==> src/rtl/bano_pkg.sv <==
// bano_pkg -- shared definitions for the batch-normalization stage.
//   Default widths, the per-channel coefficient record and the
//   saturation bound helpers used by bano_shift_pipe and its regfile.
package bano_pkg;

    localparam int BANO_DATA_BW  = 20;
    localparam int BANO_OUT_BW   = 8;
    localparam int BANO_CHANNELS = 4;
    localparam int BANO_SHIFT_BW = 5;
    localparam int BANO_BIAS_BW  = 16;

    // Coefficient record at the default widths.
    typedef struct packed {
        logic [BANO_SHIFT_BW-1:0] shift;
        logic [BANO_BIAS_BW-1:0]  bias;
    } bano_coef_t;

    // Largest value representable in a signed word of 'bits' bits.
    function automatic int bano_sat_max(input int bits);
        return (1 << (bits - 1)) - 1;
    endfunction

    // Smallest value representable in a signed word of 'bits' bits.
    function automatic int bano_sat_min(input int bits);
        return -(1 << (bits - 1));
    endfunction

endpackage

==> src/rtl/bano_coef_regfile.sv <==
// bano_coef_regfile -- per-channel {shift, bias} coefficient storage.
//   Synchronous write (visible from the cycle after the strobe),
//   combinational read. All entries reset to zero (identity transform).
// Ports:
//   clk_i, rst_ni            clock, synchronous active-low reset
//   we_i, wr_ch_i            write strobe and target channel
//   wr_shift_i, wr_bias_i    coefficient values to write
//   rd_ch_i                  channel to read
//   rd_shift_o, rd_bias_o    coefficients of rd_ch_i (bias is two's complement)
module bano_coef_regfile
    import bano_pkg::*;
#(
    parameter int  CHANNELS       = BANO_CHANNELS,
    parameter int  SHIFT_BITWIDTH = BANO_SHIFT_BW,
    parameter int  BIAS_BITWIDTH  = BANO_BIAS_BW,
    localparam int CH_W           = $clog2(CHANNELS)
) (
    input  logic                      clk_i,
    input  logic                      rst_ni,
    input  logic                      we_i,
    input  logic [CH_W-1:0]           wr_ch_i,
    input  logic [SHIFT_BITWIDTH-1:0] wr_shift_i,
    input  logic [BIAS_BITWIDTH-1:0]  wr_bias_i,
    input  logic [CH_W-1:0]           rd_ch_i,
    output logic [SHIFT_BITWIDTH-1:0] rd_shift_o,
    output logic [BIAS_BITWIDTH-1:0]  rd_bias_o
);

    // Same layout as bano_coef_t, but sized by this instance's parameters.
    typedef struct packed {
        logic [SHIFT_BITWIDTH-1:0] shift;
        logic [BIAS_BITWIDTH-1:0]  bias;
    } coef_t;

    coef_t coef_q [CHANNELS];
    coef_t coef_d [CHANNELS];

    always_comb begin
        coef_d = coef_q;
        // Out-of-range channel numbers (non power-of-two CHANNELS) are ignored.
        if (we_i && (int'(wr_ch_i) < CHANNELS)) begin
            coef_d[wr_ch_i] = '{shift: wr_shift_i, bias: wr_bias_i};
        end
    end

    always_ff @(posedge clk_i) begin
        if (!rst_ni) begin
            for (int i = 0; i < CHANNELS; i++) begin
                coef_q[i] <= '0;
            end
        end else begin
            coef_q <= coef_d;
        end
    end

    assign rd_shift_o = coef_q[rd_ch_i].shift;
    assign rd_bias_o  = coef_q[rd_ch_i].bias;

endmodule

==> src/rtl/bano_shift_pipe.sv <==
// bano_shift_pipe -- two-stage batch-normalization pipeline.
//   Stage 1: sum = sext(data) + sext(bias[ch]) (+ rounding constant).
//   Stage 2: arithmetic right shift by shift[ch], saturate to OUT_BITWIDTH.
//   Channel-serial input, round-robin channel counter picks coefficients.
//   Build option: define BANO_ROUNDING_EN for round-half-up; otherwise the
//   shift truncates (floor).
// Ports:
//   clk_i, rst_ni                    clock, synchronous active-low reset
//   enable_i, ready_o, data_i        input handshake and word
//   enable_o, ready_i, data_o        output handshake and normalized word
//   ch_o, last_o                     channel of data_o, data_o is last channel
//   cfg_we_i, cfg_ch_i,
//   cfg_shift_i, cfg_bias_i          coefficient write port
module bano_shift_pipe
    import bano_pkg::*;
#(
    parameter int  DATA_BITWIDTH  = BANO_DATA_BW,
    parameter int  OUT_BITWIDTH   = BANO_OUT_BW,
    parameter int  CHANNELS       = BANO_CHANNELS,
    parameter int  SHIFT_BITWIDTH = BANO_SHIFT_BW,
    parameter int  BIAS_BITWIDTH  = BANO_BIAS_BW,
    localparam int CH_W           = $clog2(CHANNELS)
) (
    input  logic                      clk_i,
    input  logic                      rst_ni,
    input  logic                      enable_i,
    output logic                      ready_o,
    input  logic [DATA_BITWIDTH-1:0]  data_i,
    output logic                      enable_o,
    input  logic                      ready_i,
    output logic [OUT_BITWIDTH-1:0]   data_o,
    output logic [CH_W-1:0]           ch_o,
    output logic                      last_o,
    input  logic                      cfg_we_i,
    input  logic [CH_W-1:0]           cfg_ch_i,
    input  logic [SHIFT_BITWIDTH-1:0] cfg_shift_i,
    input  logic [BIAS_BITWIDTH-1:0]  cfg_bias_i
);

`ifdef BANO_ROUNDING_EN
    // One extra bit so data + bias + 2^(shift-1) cannot wrap.
    localparam int SUM_W = DATA_BITWIDTH + 2;
`else
    localparam int SUM_W = DATA_BITWIDTH + 1;
`endif

    localparam logic signed [SUM_W-1:0] SAT_HI  = SUM_W'(bano_sat_max(OUT_BITWIDTH));
    localparam logic signed [SUM_W-1:0] SAT_LO  = SUM_W'(bano_sat_min(OUT_BITWIDTH));
    localparam logic [CH_W-1:0]         LAST_CH = CH_W'(CHANNELS - 1);

    logic [CH_W-1:0]           ch_cnt_q, ch_cnt_d;

    logic                      s1_valid_q, s1_valid_d;
    logic signed [SUM_W-1:0]   s1_sum_q, s1_sum_d;
    logic [SHIFT_BITWIDTH-1:0] s1_shift_q, s1_shift_d;
    logic [CH_W-1:0]           s1_ch_q, s1_ch_d;

    logic                      s2_valid_q, s2_valid_d;
    logic [OUT_BITWIDTH-1:0]   s2_data_q, s2_data_d;
    logic [CH_W-1:0]           s2_ch_q, s2_ch_d;
    logic                      s2_last_q, s2_last_d;

    logic [SHIFT_BITWIDTH-1:0] coef_shift;
    logic [BIAS_BITWIDTH-1:0]  coef_bias;

    logic                      s2_adv, s1_adv, accept;
    logic signed [SUM_W-1:0]   data_ext, bias_ext, q_shifted;
    logic [OUT_BITWIDTH-1:0]   sat_val;
`ifdef BANO_ROUNDING_EN
    logic signed [SUM_W-1:0]   round_add;
`endif

    bano_coef_regfile #(
        .CHANNELS       (CHANNELS),
        .SHIFT_BITWIDTH (SHIFT_BITWIDTH),
        .BIAS_BITWIDTH  (BIAS_BITWIDTH)
    ) u_coef (
        .clk_i      (clk_i),
        .rst_ni     (rst_ni),
        .we_i       (cfg_we_i),
        .wr_ch_i    (cfg_ch_i),
        .wr_shift_i (cfg_shift_i),
        .wr_bias_i  (cfg_bias_i),
        .rd_ch_i    (ch_cnt_q),
        .rd_shift_o (coef_shift),
        .rd_bias_o  (coef_bias)
    );

    // ready_o depends combinationally on ready_i through s2_adv.
    assign s2_adv  = !s2_valid_q || ready_i;
    assign s1_adv  = !s1_valid_q || s2_adv;
    assign ready_o = s1_adv;
    assign accept  = enable_i && s1_adv;

    // Stage 1 arithmetic.
    always_comb begin
        data_ext = {{(SUM_W - DATA_BITWIDTH){data_i[DATA_BITWIDTH-1]}}, data_i};
        bias_ext = {{(SUM_W - BIAS_BITWIDTH){coef_bias[BIAS_BITWIDTH-1]}}, coef_bias};
`ifdef BANO_ROUNDING_EN
        round_add = '0;
        // Shifts beyond DATA_BITWIDTH only produce sign fill, so no rounding there.
        if ((coef_shift != '0) && (int'(coef_shift) <= DATA_BITWIDTH)) begin
            round_add = SUM_W'(1) << (coef_shift - SHIFT_BITWIDTH'(1));
        end
        s1_sum_d_calc: begin end
`endif
    end

    // Stage 2 arithmetic: >>> on a signed operand fills with the sign bit,
    // including for shift amounts wider than the sum.
    always_comb begin
        q_shifted = s1_sum_q >>> s1_shift_q;
        if (q_shifted > SAT_HI) begin
            sat_val = SAT_HI[OUT_BITWIDTH-1:0];
        end else if (q_shifted < SAT_LO) begin
            sat_val = SAT_LO[OUT_BITWIDTH-1:0];
        end else begin
            sat_val = q_shifted[OUT_BITWIDTH-1:0];
        end
    end

    always_comb begin
        ch_cnt_d   = ch_cnt_q;
        s1_valid_d = s1_valid_q;
        s1_sum_d   = s1_sum_q;
        s1_shift_d = s1_shift_q;
        s1_ch_d    = s1_ch_q;
        s2_valid_d = s2_valid_q;
        s2_data_d  = s2_data_q;
        s2_ch_d    = s2_ch_q;
        s2_last_d  = s2_last_q;

        if (accept) begin
            ch_cnt_d = (ch_cnt_q == LAST_CH) ? '0 : ch_cnt_q + CH_W'(1);
        end

        if (s1_adv) begin
            s1_valid_d = accept;
            if (accept) begin
`ifdef BANO_ROUNDING_EN
                s1_sum_d = data_ext + bias_ext + round_add;
`else
                s1_sum_d = data_ext + bias_ext;
`endif
                s1_shift_d = coef_shift;
                s1_ch_d    = ch_cnt_q;
            end
        end

        // Output registers only change when a new word moves in, so they
        // hold while stalled.
        if (s2_adv) begin
            s2_valid_d = s1_valid_q;
            if (s1_valid_q) begin
                s2_data_d = sat_val;
                s2_ch_d   = s1_ch_q;
                s2_last_d = (s1_ch_q == LAST_CH);
            end
        end
    end

    always_ff @(posedge clk_i) begin
        if (!rst_ni) begin
            ch_cnt_q   <= '0;
            s1_valid_q <= 1'b0;
            s1_sum_q   <= '0;
            s1_shift_q <= '0;
            s1_ch_q    <= '0;
            s2_valid_q <= 1'b0;
            s2_data_q  <= '0;
            s2_ch_q    <= '0;
            s2_last_q  <= 1'b0;
        end else begin
            ch_cnt_q   <= ch_cnt_d;
            s1_valid_q <= s1_valid_d;
            s1_sum_q   <= s1_sum_d;
            s1_shift_q <= s1_shift_d;
            s1_ch_q    <= s1_ch_d;
            s2_valid_q <= s2_valid_d;
            s2_data_q  <= s2_data_d;
            s2_ch_q    <= s2_ch_d;
            s2_last_q  <= s2_last_d;
        end
    end

    assign enable_o = s2_valid_q;
    assign data_o   = s2_data_q;
    assign ch_o     = s2_ch_q;
    assign last_o   = s2_last_q;

endmodule
==> config.mk <==
export PLATFORM = sky130hd
export DESIGN_NAME = bano_shift_pipe
export DESIGN_NICKNAME = d
export VERILOG_FILES = /design/src/rtl/bano_pkg.sv /design/src/rtl/bano_coef_regfile.sv /design/src/rtl/bano_shift_pipe.sv
export SDC_FILE = /design/constraint.sdc
export NUM_CORES = 1
export LEC_CHECK = 0
export ABC_AREA = 0
export CAP_MARGIN = 10
export CELL_PAD_IN_SITES_DETAIL_PLACEMENT = 1
export CELL_PAD_IN_SITES_GLOBAL_PLACEMENT = 2
export CORE_MARGIN = 10
export CORE_UTILIZATION = 32
export DETAILED_ROUTE_END_ITERATION = 8
export GPL_ROUTABILITY_DRIVEN = 0
export GPL_TIMING_DRIVEN = 0
export PLACE_DENSITY_LB_ADDON = 0.1
export SETUP_SLACK_MARGIN = 0.15
export SLEW_MARGIN = 0
export SYNTH_ARGS = -nofsm -noshare
export SYNTH_HDL_FRONTEND = slang
export SYNTH_SLANG_ARGS = --single-unit
==> constraint.sdc <==
create_clock -name clk_i -period 3.3 [get_ports clk_i]
set_input_delay 0.66 -clock clk_i [delete_from_list [all_inputs] [get_ports clk_i]]
set_output_delay 0.66 -clock clk_i [all_outputs]
set_load 0.005 [all_outputs]
==> metrics.txt <==
normalized max-slew margin 45.5%; max frequency 0.322 GHz; Finished Layout Cells 1231; unrepaired setup endpoints after global routing yes; Final setup viols 0; H-Tree Depth 4; post-synthesis sequential area ratio 36.1%; Site Rows 54; fin area 9020 um2; clk buf depth 2; cell count after synthesis 841; dpl hpwl 18.8 mm; largest family of logic cells by synthesized area simple AND/OR/NAND/NOR gates; # DRC 0; Most used DFF post-synth dfxtp_1; fin. max-slew vios 0; Hold Path Class reg2reg; detailed router's first-iteration violation count 333; cell area after synthesis 7040 um2; Skew-Pair Late Insertion Delay 0.43 ns; Layout Nets 1008; drt pass-1 iters 5; CP Launch Type flip-flop; required time worst endpoint 3.65 ns; Max Used Layer met4; Worst Setup End Kind flip-flop; first-pass GRT wire length 39.1 mm; CP Cell Sequence buf_8, buf_12, buf_4, mux4_2, ha_2, nand3_1, a2111o_1, o22ai_2, o31ai_4, buf_4, xnor2_2, nand2_1, a21oi_1; Clock Skew 0.0111 ns; clk slew on worst S/H paths 0.06 ns; mux share of post-synthesis cell area 16.2%; most frequent cells after synthesis nand2_1, dfxtp_1, a21oi_1; total wire length 25.2 mm; Vias/cell 5.38; Post-synth EDFFs 0; Placed Area 7990 um2; MaxCap Viol Count 0; Synth Area in Compound Gates 18.4%; Root Driver clkbuf_16; met3 wire length 875 um; antenna violations before repair 0; slowest CP cell mux4_2; Syn Nets 911; Buffers on Ports 59; starting density of the core 32.3%; fraction of layout cells with a size suffix above 1 14.6%; Yosys reg bits 127; final hold viol count 0; Num CTS Buffers 17; most frequent cell after synthesis nand2_1; most frequent CP cell buf_4; DR vias 6625; TritonCTS clock tree yes; Pwr Total 4.40 mW; pwr dens 488 nW/um2; total track usage 17.3%; Crit Path Category reg2reg; Adder-Cell Fraction of Synth Area 4.02%; I/O pins 61; worst-margin pin slew 0.818 ns; Worst EP arrival 3.46 ns; Core Box Area 21800 um2; grt ovf 0; Wirelength per Cell 20.5 um; die span in x 168 um; vias in the first global route 6996; top post-synthesis cells by area dfxtp_1, nand2_1, mux4_2; Fin Hold WS 0.455 ns; async set-or-reset flop fraction in the synthesized netlist 0%; status completed; Yosys warning count 0; Period minus WS final 3.11 ns; largest net degree at the start of global routing 17; Inserted Diodes 0; die area 28300 um2; Max stage delay on crit path 0.54 ns; Layout area overhead 28.1%; Placed Cells 1180; peak supply drop 0.335 mV; post-layout util 41.4%; CTS sink count 127; die height 168 um; top-area cell type share of the netlist area 36.1%; post-synthesis simple-gate area fraction 19.2%; post-synth cell types 61; post-synth top area cell dfxtp_1; routed length on met2 13.3 mm; WL met1 10.6 mm; Post-Synth XOR/XNOR Area 1.62%; Leak 3.12 nW; Final Cycle Share 94.2%; cts hold-fix bufs 0; post-route ant nets 0; Worst Path Max Fanout 7; Synth Area per Inst 8.37 um2
[routing by layer]
layer  vias up  global-route usage, %
met3        26                   3.19
li1       3190                      -
met2       114                   31.3
met1      3295                   20.3
met5         -                      0
met4         0                   5.00
[stage by stage]
| stage | setup TNS [ns] | worst slack [ns] |
|---|---|---|
| detailed placement | -6.39 | -0.856 |
| floorplan | 0 | 0.119 |
| finish | 0 | 0.193 |
| CTS | 0 | 0.151 |
| global route | 0 | 0.116 |
| global placement | -5.74 | -0.820 |
[state kept, by name, indices dropped and copies added, names as in the netlist]
signal         count
ch_o               2
s1_sum_q          21
data_o             8
s1_valid_q         1
last_o             1
s1_ch_q            2
ch_cnt_q           2
s1_shift_q         5
u_coef.coef_q     84
enable_o           1
[cell usage in the layout (no fill, tap or decap), drive strengths merged, types with 4 or more instances in the layout]
cell	n
a211oi	10
a21o	6
nand4	5
inv	14
nand2	227
buf	37
o211ai	10
ha	21
o21ai	26
o21bai	4
nand2b	7
nor2b	6
a31oi	6
xnor2	12
nor3	5
clkbuf	63
mux2i	27
mux2	10
a21oi	123
dfxtp	127
mux4	33
nor2	37
a41oi	4
nand3	15
clkdlybuf4s50	59
[final cells by class]
| type | instances | area (um2) |
|---|---|---|
| clock inverter | 15 | 196 |
| tap | 280 | 350 |
| multi-input combinational | 643 | 4380 |
| fill | 2555 | 12700 |
| inverter | 7 | 26.3 |
| buffer | 64 | 352 |
| clock buffer | 17 | 425 |
| sequential | 127 | 2540 |
| timing repair buffer | 78 | 746 |
[where the power goes]
part           total [mW]  internal, mW  switching (mW)
logic               0.715         0.322           0.393
clock network        2.03          1.21           0.813
registers            1.66          1.60          0.0563
[logic make-up after synthesis]
logic type	after synthesis
compound gates	216
xor+xnor	13
mux	70
fa+ha+maj	22
simple gates	322
buf+inv	71
flops	127
[critical path, delay by kind of cell (launching register included)]
family	cells	cell delay [ns]
xor gates and xnor gates	1	0.15
muxes	1	0.54
and+or+nand+nor	2	0.20
DFF	1	0.34
adders and majority gates	1	0.41
buffers and inverters	4	0.53
AOI/OAI and AO/OA	4	0.85
[what timing repair did]
action                     in CTS  in global routing
setup buffers                   7                 12
resized for setup              32                 22
setup endpoints to repair      16                 11
pin swaps                       9                 14
[worst paths after layout]
| check | startpoint | to | slack, ns | cells after the start |
|---|---|---|---|---|
| max reg2reg | ch_cnt_q[0]$_SDFFE_PN0P_ | s1_sum_q[17]$_SDFFE_PN0P_ | 0.19 | 13 |
| min | u_coef.coef_q[73]$_SDFFE_PN0P_ | u_coef.coef_q[73]$_SDFFE_PN0P_ | 0.45 | 2 |
| min reg2reg | u_coef.coef_q[73]$_SDFFE_PN0P_ | u_coef.coef_q[73]$_SDFFE_PN0P_ | 0.45 | 2 |
| max | ch_cnt_q[0]$_SDFFE_PN0P_ | s1_sum_q[17]$_SDFFE_PN0P_ | 0.19 | 13 |
Note: power is estimated with default switching activity, not from simulation.
